==> config.mk <==
export PLATFORM = sky130hd
export DESIGN_NAME = alu_mul_seq
export DESIGN_NICKNAME = d
export VERILOG_FILES = /design/src/rtl/alu_mul_seq.sv
export SDC_FILE = /design/constraint.sdc
export NUM_CORES = 1
export LEC_CHECK = 0
export ABC_AREA = 1
export BUFFER_PORTS_ARGS = -buffer_cell sky130_fd_sc_hd__buf_2
export CAP_MARGIN = 20
export CORE_MARGIN = 8
export CORE_UTILIZATION = 48
export DETAILED_ROUTE_END_ITERATION = 10
export PLACE_DENSITY = 0.8
export SLEW_MARGIN = 20
export SYNTH_ARGS = -nofsm -noshare
export SYNTH_HDL_FRONTEND = slang
export SYNTH_SLANG_ARGS = --single-unit
==> constraint.sdc <==
create_clock -name clk -period 2 [get_ports clk]
set_input_delay 0.2 -clock clk [delete_from_list [all_inputs] [get_ports clk]]
set_output_delay 0.2 -clock clk [all_outputs]
set_load 0.02 [all_outputs]
==> src/rtl/alu_mul_seq.sv <==
// Sequential shift-add multiplier that borrows the shared ALU from the core.
// The core's ALU request passes through while idle; ADD passes then one MOV pass produce product and flags.
module alu_mul_seq #(
    parameter int N = 32
) (
    input  logic         clk,
    input  logic         rst,
    input  logic         start,
    input  logic [N-1:0] op_a,
    input  logic [N-1:0] op_b,
    output logic         busy,
    output logic         done,
    output logic [N-1:0] product,
    output logic [3:0]   mul_flags,
    input  logic [3:0]   core_alu_ctrl,
    input  logic [N-1:0] core_src_A,
    input  logic [N-1:0] core_src_B,
    output logic [3:0]   alu_ctrl,
    output logic [N-1:0] src_A,
    output logic [N-1:0] src_B,
    input  logic [N-1:0] alu_result,
    input  logic [3:0]   alu_flags
);

    typedef enum logic [1:0] {
        IDLE = 2'd0,
        RUN  = 2'd1,
        FLAG = 2'd2
    } state_t;

    localparam logic [3:0] CTRL_ADD = 4'd4;
    localparam logic [3:0] CTRL_MOV = 4'd8;
    localparam logic [4:0] CNT_LAST = 5'(N - 1);

    state_t       state_q, state_d;
    logic [N-1:0] acc_q, acc_d;
    logic [N-1:0] mcand_q, mcand_d;
    logic [N-1:0] mplier_q, mplier_d;
    logic [4:0]   cnt_q, cnt_d;
    logic         busy_q, busy_d;
    logic         done_q, done_d;
    logic [N-1:0] product_q, product_d;
    logic [3:0]   mul_flags_q, mul_flags_d;
    logic         flags_unused;

    assign flags_unused = ^alu_flags[1:0];

    always_ff @(posedge clk) begin
        if (rst) begin
            state_q     <= IDLE;
            acc_q       <= '0;
            mcand_q     <= '0;
            mplier_q    <= '0;
            cnt_q       <= 5'd0;
            busy_q      <= 1'b0;
            done_q      <= 1'b0;
            product_q   <= '0;
            mul_flags_q <= 4'd0;
        end else begin
            state_q     <= state_d;
            acc_q       <= acc_d;
            mcand_q     <= mcand_d;
            mplier_q    <= mplier_d;
            cnt_q       <= cnt_d;
            busy_q      <= busy_d;
            done_q      <= done_d;
            product_q   <= product_d;
            mul_flags_q <= mul_flags_d;
        end
    end

    always_comb begin
        state_d     = state_q;
        acc_d       = acc_q;
        mcand_d     = mcand_q;
        mplier_d    = mplier_q;
        cnt_d       = cnt_q;
        done_d      = 1'b0;
        product_d   = product_q;
        mul_flags_d = mul_flags_q;
        case (state_q)
            IDLE: begin
                if (start) begin
                    acc_d    = '0;
                    mcand_d  = op_a;
                    mplier_d = op_b;
                    cnt_d    = 5'd0;
                    state_d  = RUN;
                end else begin
                    state_d  = IDLE;
                end
            end
            RUN: begin
                acc_d    = alu_result;
                mcand_d  = mcand_q << 1;
                mplier_d = mplier_q >> 1;
                cnt_d    = cnt_q + 5'd1;
                // Stop as soon as no multiplier bits remain, so k tracks op_b's top set bit.
                if (((mplier_q >> 1) == '0) || (cnt_q == CNT_LAST)) begin
                    state_d = FLAG;
                end else begin
                    state_d = RUN;
                end
            end
            FLAG: begin
                product_d   = alu_result;
                mul_flags_d = {alu_flags[3:2], 2'b00};
                done_d      = 1'b1;
                state_d     = IDLE;
            end
            default: begin
                state_d = IDLE;
            end
        endcase
        busy_d = (state_d != IDLE);
    end

    always_comb begin
        alu_ctrl = core_alu_ctrl;
        src_A    = core_src_A;
        src_B    = core_src_B;
        case (state_q)
            RUN: begin
                alu_ctrl = CTRL_ADD;
                src_A    = acc_q;
                src_B    = mplier_q[0] ? mcand_q : '0;
            end
            FLAG: begin
                alu_ctrl = CTRL_MOV;
                src_A    = '0;
                src_B    = acc_q;
            end
            default: begin
                alu_ctrl = core_alu_ctrl;
                src_A    = core_src_A;
                src_B    = core_src_B;
            end
        endcase
    end

    assign busy      = busy_q;
    assign done      = done_q;
    assign product   = product_q;
    assign mul_flags = mul_flags_q;

endmodule
==> impl_metrics.json <==
{
  "status": "complete, but fails checks",
  "violations": "negative setup slack",
  "synth_top_cell_area_share": 0.423,
  "clock_skew_ps": 5.60,
  "yosys_warnings": 0,
  "hp-class": "input pin to flip-flop",
  "ctsHtreeMaxLevel": 4,
  "cp-start-kind": "flip-flop",
  "io_buffers": 272,
  "worstPathRequired_ps": 1800,
  "drt-total-wl_um": 24400,
  "vdd.ir_drop.worst_mv": 0.726,
  "crit_path_end_kind": "primary output",
  "path_class": "flip-flop to primary output",
  "drive_gt1_frac": 0.303,
  "io_pins": 277,
  "drv_slew": 0,
  "clockBufferDepth": 2,
  "multi_input_area_um2": 3390,
  "finalSetupViolCount": 14,
  "postSynthCellCount": 973,
  "dp_hpwl_um": 17300,
  "layout_min_cycle_time_ps": 2040,
  "p_total_mw": 8.08,
  "synth_area_per_cell_um2": 6.76,
  "initial_core_util": 0.494,
  "fin_util": 0.697,
  "core_region_area_um2": 13300,
  "path_delay_family": "buffers and inverters",
  "synthesis.area_um2": 6570,
  "synth_edf_count": 0,
  "track_usage": 0.255,
  "setup_tns_ps": -192,
  "fp.dieH_um": 133,
  "vias_per_cell": 5.39,
  "layout_commonest_cell": "nand2_1",
  "layout_common_cells": "nand2_1, buf_2, dfxtp_1",
  "drc": 0,
  "critPathSlowestCell": "dfxtp_2",
  "async_flop_share": 0,
  "fp.dieArea_um2": 17700,
  "power_density_nw_per_um2": 872,
  "worst_slack_ps": -36.2,
  "max_stage_delay_ps": 330,
  "fin_nets": 1402,
  "yosys.area.top_type": "dfxtp_1",
  "cp.arrival_ps": 1840,
  "finalHoldViolCount": 0,
  "grt_max_degree": 72,
  "final-seq-area_um2": 2790,
  "fmax_mhz": 491,
  "antenna_found_initial": 1,
  "rows": 42,
  "drtIter0Drc": 667,
  "num_vias": 7634,
  "avgRoutedWirePerCell_um": 17.3,
  "path_max_fanout": 14,
  "p_leak_nw": 4.48,
  "die_w_um": 133,
  "synth_area_leaders": "dfxtp_1, nand2_1, o21ai_0, a21oi_1, nor2_1",
  "synthToLayoutAreaGrowth_pct": 40.9,
  "synth_seq_cells": 139,
  "gp_congestion": 0.920,
  "finalCritPeriodShare": 1.02,
  "dr.pass1.iters": 5,
  "cts_root_buf": "clkbuf_16",
  "path_clk_slew_ps": 60,
  "grt_pass1_vias": 7040,
  "max_cap_viol_count": 0,
  "critical_path_buf_inv_count": 5,
  "cts.sinks": 139,
  "antenna_left": 0,
  "ys.flop_type": "dfxtp_1",
  "yosysUniqueCellTypes": 24,
  "grt_pass1_wl_um": 36800,
  "fill_cells": 1110,
  "numCtsBuffers": 17,
  "r2r_slack_ps": 260,
  "seq_area_frac_synth": 0.423,
  "rsz0062_at_grt": "yes",
  "clk-insertion-delay-late_ps": 410,
  "path_cells": "inv_2 > ha_4 > buf_6 > inv_8 > buf_8 > nand2_1 > o221ai_1 > buf_4",
  "cts_tree": "yes",
  "overflow": 0
}
-- state kept, by name, summed over array words and instances (netlist names) --
signal,cells
busy,1
mul_flags,2
done,1
mplier_q,32
state_q,2
cnt_q,5
product,32
acc_q,32
mcand_q,32
-- repair_timing --
action / 4_1_cts / 5_1_grt
gates resized for setup: 55 / 59
gates cloned: 2 / 2
setup buffers: 2 / 1
hold buffers: 0 / 0
pin swaps: 1 / 3
endpoints found under the setup margin: 66 / 58
-- layer usage --
metal  track usage  routed length (um)  share of wire
met5             0                   0              0
met4        0.0826                 552          0.023
met3        0.0628                2090          0.086
met2         0.435               11900           0.49
met1         0.308                9840           0.40
-- worst min-delay path, delay by kind of cell --
kind,cells,cell delay (ps)
buf+inv,1,70
simple gates,2,110
-- area by class of cell --
| class | count | area share |
|---|---|---|
| clock buffer | 26 | 0.0550 |
| multi-input combinational | 687 | 0.366 |
| clock inverter | 6 | 0.00648 |
| sequential | 139 | 0.301 |
| inverter | 71 | 0.0299 |
| timing repair buffer | 310 | 0.218 |
| antenna | 1 | 0.000270 |
| tap | 176 | 0.0238 |
-- cell usage after synthesis, types with 8 or more instances --
master,count
a21oi_1,92
clkbuf_1,57
buf_1,8
o21ai_0,126
o221ai_1,29
dfxtp_1,139
inv_1,67
nor2_1,91
a31oi_1,9
buf_2,9
a211oi_1,29
nand2_1,287
-- worst paths after layout --
path,from,to,depth (start not counted)
min,alu_flags[2],mul_flags[2],3
min reg2reg,mcand_q[27],mcand_q[27],2
max,state_q[1],src_B[17],8
max reg2reg,state_q[0],acc_q[1],8
-- stage by stage --
step | cell area [um2] | hold WS (ps) | instances | setup slack (ps)
global route | 9260 | 31.3 | 1416 | -159
floorplan | 6580 | 335 | 974 | 155
detailed placement | 8170 | 431 | 1376 | 60.8
finish | 9260 | 11.9 | 1416 | -36.2
global placement | 8170 | 422 | 1376 | 133
CTS | 8980 | 7.55 | 1412 | -29.7
-- power breakdown --
group / internal [mW] / switching [mW] / leakage, nW / total (mW)
registers: 2.99 / 0.0868 / 1.14 / 3.08
logic: 0.775 / 1.20 / 3.06 / 1.98
clock network: 1.87 / 1.15 / 0.276 / 3.02
-- logic make-up after synthesis --
family	Yosys count	share of synthesized area
AND/OR/NAND/NOR	388	0.224
other	1	0.000570
adder cells (fa/ha/maj)	5	0.00952
flip-flops	139	0.423
AO/OA/AOI/OAI	292	0.255
buffers and inverters	148	0.0879
Power figures use the tool's default switching activity.
